**src/rtl/ysyx_25040129_regfile_sb.sv**
```systemverilog
// Parametrised integer register file with a per-register busy scoreboard.
// Reads are combinational with optional same-cycle writeback bypass; x0 and out-of-range indices read as zero.
module ysyx_25040129_regfile_sb #(
   parameter int XLEN   = 32,
   parameter int NREG   = 16,
   parameter int BYPASS = 1
) (
   input  logic            clk,
   input  logic            rst_n,
   input  logic [4:0]      rs1_id,
   input  logic [4:0]      rs2_id,
   output logic [XLEN-1:0] rs1_data,
   output logic [XLEN-1:0] rs2_data,
   output logic            rs1_busy,
   output logic            rs2_busy,
   input  logic            issue_valid,
   input  logic [4:0]      issue_rd,
   input  logic            wb_valid,
   input  logic [4:0]      wb_rd,
   input  logic [XLEN-1:0] wb_data,
   input  logic            flush,
   output logic            illegal_idx
);

   localparam int IW = $clog2(NREG);

   logic [XLEN-1:0] regs [NREG];
   logic [NREG-1:0] busy;

   logic rs1_ok, rs2_ok, issue_ok, wb_ok;
   logic wb_en, issue_en;

   function automatic logic in_range(input logic [4:0] idx);
      return {27'b0, idx} < 32'(NREG);
   endfunction

   assign rs1_ok   = in_range(rs1_id);
   assign rs2_ok   = in_range(rs2_id);
   assign issue_ok = in_range(issue_rd);
   assign wb_ok    = in_range(wb_rd);

   // x0 and out-of-range destinations are never written nor marked busy
   assign wb_en    = wb_valid && wb_ok && (wb_rd != 5'd0);
   assign issue_en = issue_valid && issue_ok && (issue_rd != 5'd0);

   always_ff @(posedge clk or negedge rst_n) begin
      if (!rst_n) begin
         for (int i = 0; i < NREG; i++) begin
            regs[i] <= '0;
         end
      end else if (wb_en) begin
         regs[wb_rd[IW-1:0]] <= wb_data;
      end
   end

   // Flush clears every entry; otherwise issue takes precedence over a same-cycle writeback
   always_ff @(posedge clk or negedge rst_n) begin
      if (!rst_n) begin
         busy <= '0;
      end else begin
         for (int r = 1; r < NREG; r++) begin
            if (flush) begin
               busy[r] <= 1'b0;
            end else if (issue_en && (issue_rd == 5'(r))) begin
               busy[r] <= 1'b1;
            end else if (wb_en && (wb_rd == 5'(r))) begin
               busy[r] <= 1'b0;
            end
         end
      end
   end

   always_comb begin
      rs1_data = '0;
      rs1_busy = 1'b0;
      if (rst_n && rs1_ok && (rs1_id != 5'd0)) begin
         rs1_data = regs[rs1_id[IW-1:0]];
         rs1_busy = busy[rs1_id[IW-1:0]];
         if ((BYPASS != 0) && wb_valid && (wb_rd == rs1_id)) begin
            rs1_data = wb_data;
            rs1_busy = 1'b0;
         end
      end
   end

   always_comb begin
      rs2_data = '0;
      rs2_busy = 1'b0;
      if (rst_n && rs2_ok && (rs2_id != 5'd0)) begin
         rs2_data = regs[rs2_id[IW-1:0]];
         rs2_busy = busy[rs2_id[IW-1:0]];
         if ((BYPASS != 0) && wb_valid && (wb_rd == rs2_id)) begin
            rs2_data = wb_data;
            rs2_busy = 1'b0;
         end
      end
   end

   assign illegal_idx = rst_n && (!rs1_ok || !rs2_ok ||
                                  (issue_valid && !issue_ok) ||
                                  (wb_valid && !wb_ok));

endmodule

```
**config.mk**
```make
export PLATFORM = sky130hd
export DESIGN_NAME = ysyx_25040129_regfile_sb
export DESIGN_NICKNAME = d
export VERILOG_FILES = /design/src/rtl/ysyx_25040129_regfile_sb.sv
export SDC_FILE = /design/constraint.sdc
export NUM_CORES = 1
export LEC_CHECK = 0
export BUFFER_PORTS_ARGS = -buffer_cell sky130_fd_sc_hd__buf_4
export CORE_MARGIN = 5
export CORE_UTILIZATION = 31
export DETAILED_ROUTE_END_ITERATION = 10
export HOLD_SLACK_MARGIN = 0.12
export PLACE_DENSITY = 0.57
export SLEW_MARGIN = 20
export SYNTH_ARGS = -nofsm -noshare
export SYNTH_HDL_FRONTEND = slang
export SYNTH_SLANG_ARGS = --single-unit
```
**constraint.sdc**
```tcl
create_clock -name clk -period 6.9 [get_ports clk]
set_clock_uncertainty 0.15 [all_clocks]
set_input_delay 1.035 -clock clk [delete_from_list [all_inputs] [get_ports clk]]
set_output_delay 1.035 -clock clk [all_outputs]
set_load 0.1 [all_outputs]
```
== Word level (Yosys, flattened, before mapping) ==
Index checks and enable logic that the tools add are counted.
Storage, ports and cells
  flip-flop bits (word level): 527
  input port bits: 57
Operators by class
  $lt $le $gt $ge: 10
  eq/ne operators: 32
  multiplexer cells: 66
  bitwise logic cells: 3
  reduce and logical (&&, ||, !) cells: 70
Operators by type and width (count)
  $bwmux W512: 1
  $mux W32: 9
  $bmux W32 S4: 2
  $demux W32 S4: 1
  $eq A5 B4 Y1 const B: 16
  $mux W1: 51
  $reduce_bool A3 Y1: 15
  $logic_and A1 B1 Y1: 44
  $eq A5 B3 Y1 const B: 8
  $eq A5 B2 Y1 const B: 4
  $lt A5 B5 Y1 const B: 4
  $reduce_bool A5 Y1: 4
  $ge A5 B5 Y1 const B: 3
  $not A4 Y5: 3
  $eq A5 B1 Y1 const B: 2
  $eq A5 B5 Y1: 2
  $lt A4 B5 Y1 const B: 2
  $bmux W1 S4: 2
  $lt A5 B1 Y1 const B: 1
  $logic_not A1 Y1: 4
  $logic_or A1 B1 Y1: 3

== Depth between registers and ports, before layout ==
Gate-level depths: netlist of the first run.
  depth after elaboration: 7
  depth in mapped cells: 7

== Worst setup path after synthesis of the first run ==
Ideal clock, no wire load.
  kind: in2out
  start point: input wb_rd[4]
  end point: output rs1_data[0]
  arrival: 2.923 ns
  slack: 2.792 ns
  cell stages on the path: 6
  path buffers: 2
  cell sequence: buf_2 -> xnor2_1 -> nand4_1 -> nor3_1 -> clkbuf_1 -> a22o_1
Between the ends
  cells in the longest elaborated chain, start to end: 4
Ends and longest elaborated chain
  start, declared: RTL line 19  | input logic [4:0] wb_rd,
  $eq A5 B5 Y1: RTL line 79  | if ((BYPASS != 0) && wb_valid && (wb_rd == rs1_id)) begin
  $logic_and A1 B1 Y1: RTL line 79
  $mux W32: RTL line 79
  $mux W32: RTL line 76  | if (rst_n && rs1_ok && (rs1_id != 5'd0)) begin
  end, declared: RTL line 12  | output logic [XLEN-1:0] rs1_data,
Every way passes these cells.

== Final worst setup path of the first run ==
  start point: input rs1_id[0]
  end point: output rs1_data[19]
Between the ends
  cells in the longest elaborated chain, start to end: 6
  elaborated cells between the ends (all ways): 12
  classes of those cells: order compare (1); eq/ne (1); mux (5); bitwise (1); reduce/logical (4)
Ends and longest elaborated chain
  start, declared: RTL line 10  | input logic [4:0] rs1_id,
  $not A4 Y5 (not written as such): RTL line 77  | rs1_data = regs[rs1_id[IW-1:0]];
  $bmux W32 S4: RTL line 77
  $mux W32 (not written as such) (2 in series): RTL line 77
  $mux W32: RTL line 79
  $mux W32 (*): RTL line 76
Mark *: on every way between the ends. The rest lies on a longest branch, timed or not. The select of a mux whose other input is x is not followed.

==> results of run 1 <==
[registers in the layout (all words and copies together), names as in the netlist]
name and count:
busy 15, regs 512
[kinds of logic (layout without fill, tap and decap cells)]
group	Yosys count	after routing	synth area share
AO/OA/AOI/OAI	147	147	0.04167
buffers and inverters	221	256	0.03659
XOR/XNOR	10	10	0.003090
flip-flops	527	527	0.4653
multiplexers	844	844	0.4358
other	0	1	0
AND/OR/NAND/NOR	99	99	0.01761
[how the worst max path moves through the flow]
stage                     startpoint            to  slack [ps]  cells after the start
after floorplan             wb_rd[4]   rs1_data[0]        2790                      6
after global placement     rs2_id[0]   rs2_data[0]        1930                      7
after detailed placement   rs1_id[0]  rs1_data[19]        1950                      7
after CTS                  rs1_id[0]  rs1_data[19]        1950                      7
after global routing       rs2_id[0]  rs2_data[10]        1850                      7
final                      rs1_id[0]  rs1_data[19]        1980                      7
[stage by stage]
stage                     utilization  area (um^2)
after global routing           0.3498        31920
after floorplan                     -        28340
after CTS                      0.3498        31920
after global placement         0.3309        30200
after detailed placement       0.3312        30230
final                          0.3498        31920
[cells in the final DEF (no fill, tap or decap), drive strengths merged]
cell type,instances
mux2i,100
dfrtp,527
nor4b,1
nor2,14
and4b,2
xor2,4
a31oi,1
and4bb,2
mux2,480
nor3b,2
nand4,1
diode,1
nand3b,2
nor4bb,1
xnor2,6
nand3,1
a22oi,72
inv,2
nor2b,6
nor4,2
and3,4
clkinv,4
a21oi,4
o31a,1
a22o,65
buf,165
clkbuf,83
nand2b,5
a32oi,3
bufinv,2
nand2,49
or4,2
and2,4
o21ba,1
nor3,1
mux4,264
[metal layers]
layer | up-vias | GRT usage | wire length [um] | part of all wire
met5 | - | 0 | 63 | 0.00074
met4 | 8 | 0.04560 | 2192 | 0.026
met3 | 152 | 0.03673 | 5238 | 0.062
met2 | 537 | 0.2837 | 41170 | 0.49
met1 | 9575 | 0.2306 | 36150 | 0.43
li1 | 7192 | - | - | -
[cells in the mapped netlist (12+ instances only)]
master | number | area, um^2
dfrtp_1 | 527 | 13190
mux2_2 | 480 | 5405
mux4_2 | 264 | 5946
clkbuf_1 | 104 | 390.4
mux2i_1 | 100 | 1001
buf_2 | 94 | 470.5
a22oi_1 | 72 | 540.5
a22o_1 | 65 | 569.3
nand2_1 | 49 | 183.9
nor2_1 | 14 | 52.55
buf_4 | 12 | 90.09
[where the power goes]
part           switching [uW]  internal [uW]  leakage (uW)
clock network            1230           1650      0.000831
logic                     878           1080       0.00625
registers                 397           3650       0.00679
[area by class of cell]
class / count / area [um^2] / area share
multi-input combinational: 1100 / 14210 / 0.4452
timing repair buffer: 165 / 1343 / 0.04206
inverter: 1 / 3.754 / 0.0001176
tap: 1186 / 1484 / 0.04649
clock inverter: 7 / 88.84 / 0.002783
sequential: 527 / 13190 / 0.4131
antenna: 1 / 2.502 / 0.00007839
clock buffer: 83 / 1602 / 0.05017
==> out/qor.yml, run 1 <==
drtIter0Drc: 1358
path_cells: "buf_6 > or4_1 > nand3b_1 > o21ba_2 > buf_4 > a22o_1 > buf_4"
htree_levels: 2
fill_cells: 8540
post_cts_buffers: 0
crit_path_top_delay_cell: "o21ba_2"
crit_required_ps: 5710
cts_tree: "yes"
clockBufferDepth: 3
crit_buf_inv: 3
start_kind: "primary input"
cts_resized: 0
first_pass_iters: 5
grt_pass1_wl_um: 127900
hp-class: "in2async"
rows: 111
grt_setup_unrepaired: "no"
final-setup-viol-count: 0
drive_above_1_share: 0.5358
path_clk_slew_ps: 60
yosys_warnings: 1
fin_hold_ws_ps: 144.7
r2r_slack_ps: 5950
cts-hold-fix-buffers: 0
synth-edff-count: 0
synthCells: 1848
status: "completed"
crit_type: "in2out"
layout.cells.non_filler: 3070
antenna_left: 0
worstSkewPairLatency_ps: 620
maxSlewViolCount: 0
synth-async-reset-ratio: 1.000
grt_usage: 0.1715
wl_per_cell_um: 27.63
synth_area_per_cell_um2: 15.34
vias: 17460
synth-seq-cells: 527
grt-ovfl-total: 0
dp.cells: 2979
antenna_found_initial: 7
setup_ws_ps: 1976
slowest_delay_ps: 980
cp_max_fo: 46
drv_cap: 0
setup_tns_ps: 0
dp_worst_setup_slack_ps: 1954
cts-buffers-inserted: 54
vias_per_cell: 5.689
period_minus_slack_ps: 4924
syn-cell-area_um2: 28340
grt_max_degree: 183
total_power_uw: 8878
cellPowerDensity_nw_per_um2: 278.1
fmax_mhz: 203.1
crit_path_end_kind: "output port"
finalNetCount: 1906
totalWireLength_um: 84810
crit_family: "buffers and inverters"
ys_seq_area_frac: 0.4653
arrival_ps: 3740
first_global_vias: 19040
gp_congestion: 0.7662
rr_endpoint: "regs[18]"
r2r-start: "regs[18]"
hpwl_um: 51110
finalHoldViolations: 0
syn_nets: 1905
path_common_cell: "buf_4"
ys.flop_type: "dfrtp_1"
clockRootBuffer: "clkbuf_16"
min_period_over_period: 0.7136
dieWidth_um: 312.4
io_buffers: 123
area_growth_pct: 12.62
ios: 124
core-area_um2: 91250
start_util: 0.3106
vdd_drop_max_v: 0.0001703
die-area_um2: 97580
relSlewSlack: 0.2618
die_y_um: 312.4
synth_cell_types: 36
cts.sinks: 527
r2r_cells: 1
leakagePower_uw: 0.01387
drc: 0
worst_slew_pin_slew_ps: 1107
Power figures use the tool's default switching activity.
==> run 2, diff against run 1 <==
- clock period: 6.9 -> 4.8 ns (I/O delays scaled with it)
==> run 2 against run 1 <==
Net effect: total power increased by 47%; critical endpoint is now rs2_data[28]; worst hold slack improved by 100 ps; first-iteration DRC count decreased by 18%; setup slack got worse by 1100 ps; critical path depth unchanged; largest power group unchanged; via count increased by 0.17%; utilization increased by 0.41 points; non-clock buffer count increased by 17; register-to-register slack got worse by 2100 ps.
==> out/qor.yml, run 2 (same netlist as run 1, synthesis figures left out) <==
status: "completed"
r2r-start: "regs[130]"
crit_path_end_kind: "output port"
vias_per_cell: 5.645
rr_endpoint: "regs[130]"
multi_input_area_um2: 14220
vdd_drop_max_v: 0.0002421
die_y_um: 312.4
crit_type: "in2out"
min_to: "regs[491]"
layout_commonest_cell: "dfrtp_1"
finalNetCount: 1924
start_util: 0.3106
cp_max_fo: 26
gp_congestion: 0.7816
die-area_um2: 97580
totalWireLength_um: 85960
layout.cells.non_filler: 3099
first_pass_iters: 5
drv_cap: 0
finalHoldViolations: 0
htree_levels: 2
top_register: "regs"
clockRootBuffer: "clkbuf_16"
leakagePower_uw: 0.01407
total_power_uw: 13090
maxSlewViolCount: 0
hpwl_um: 52310
r2r_cells: 1
cts.sinks: 527
dp.cells: 2995
antenna_found_initial: 3
fill_cells: 8546
drc: 0
postPlaceCellArea_um2: 30430
vias: 17490
wl_per_cell_um: 27.74
grt_setup_unrepaired: "no"
cts-buffers-inserted: 55
cts_tree: "yes"
cellPowerDensity_nw_per_um2: 405.3
period_minus_slack_ps: 3957
grt_usage: 0.1742
hp-class: "reg2reg"
crit_required_ps: 3930
antenna_left: 0
seqCellArea_um2: 13190
core-area_um2: 91250
first_global_vias: 19050
grt_max_degree: 158
grt-ovfl-total: 0
dieWidth_um: 312.4
post_cts_buffers: 0
hold_depth: 0
clockBufferDepth: 3
drtIter0Drc: 1109
fin_hold_ws_ps: 247.8
r2r_slack_ps: 3850
area_growth_pct: 13.94
drive_above_1_share: 0.5437
fmax_mhz: 252.7
reg_top3: "regs (512), busy (15)"
setup_tns_ps: 0
final_area_um2: 32300
start_kind: "primary input"
worstSkewPairLatency_ps: 610
worstHoldStart: "regs[491]"
relSlewSlack: 0.2333
io_buffers: 123
grt_pass1_wl_um: 129000
min_period_over_period: 0.8243
worst_slew_pin_slew_ps: 1146
path_clk_slew_ps: 60
final-setup-viol-count: 0
ios: 124
layout_common_cells: "dfrtp_1, mux2_2, mux4_2, buf_4, mux2i_1"
arrival_ps: 3090
rows: 111
largest_reg_flops: 512
run 2: cell count changes in the layout (fill, tap and decap cells not counted), sizes merged:
cell         before  now
clkbuf           83   84
buf             165  181
inv               2    1
dlygate4sd3       0    1
diode             1    2
bufinv            2    4
clkinv            4   12
clkinvlp          0    1
run 2: routing by layer:
layer / wire length [um] / up-vias / GRT usage / part of all wire
li1: - / 7218 / - / -
met1: 37180 / 9618 / 0.2379 / 0.43
met2: 41630 / 525 / 0.2860 / 0.48
met3: 4745 / 128 / 0.03229 / 0.055
met4: 2377 / 4 / 0.04977 / 0.028
met5: 27 / - / 0 / 0.00031
run 2: worst max-delay path, cell delays in order:
cell           delay (ps)
dlygate4sd3_1         570
buf_8                 220
nand3b_1              230
a31oi_4               500
buf_12                310
a22o_1                190
buf_4                 290
run 2: final cells by class:
type / count / area share
multi-input cells: 1100 / 0.4404
flip-flops and latches: 527 / 0.4083
clock buffers: 84 / 0.05164
repair buffers: 182 / 0.04757
well taps: 1186 / 0.04595
clock inverters: 17 / 0.005811
diodes: 2 / 0.0001550
inverters: 1 / 0.0001162
run 2: power breakdown:
group,internal (uW),switching (uW)
clock,2600,1830
sequential,5240,577
combinational,1560,1290
run 2: metrics by stage:
step                      setup slack, ps  utilization
after CTS                           814.4       0.3539
final                               843.3       0.3539
after global placement              994.1       0.3334
after global routing                755.3       0.3539
after floorplan                      1322            -
after detailed placement            974.1       0.3334
run 2: how the worst max path moves through the flow:
stage	to	slack, ps	startpoint
floorplan	rs1_data[0]	1320	wb_rd[4]
CTS	rs2_data[28]	810	rst_n
global route	rs2_data[28]	760	rst_n
finish	rs2_data[28]	840	rst_n
detailed placement	rs1_data[23]	970	rs1_id[0]
global placement	rs1_data[21]	990	rs1_id[0]
run 2: repair_timing:
| item | 4_1_cts | 5_1_grt |
|---|---|---|
| hold endpoints to repair | 17 | 0 |
| resized for setup | 0 | 0 |
| hold buffers | 1 | 0 |
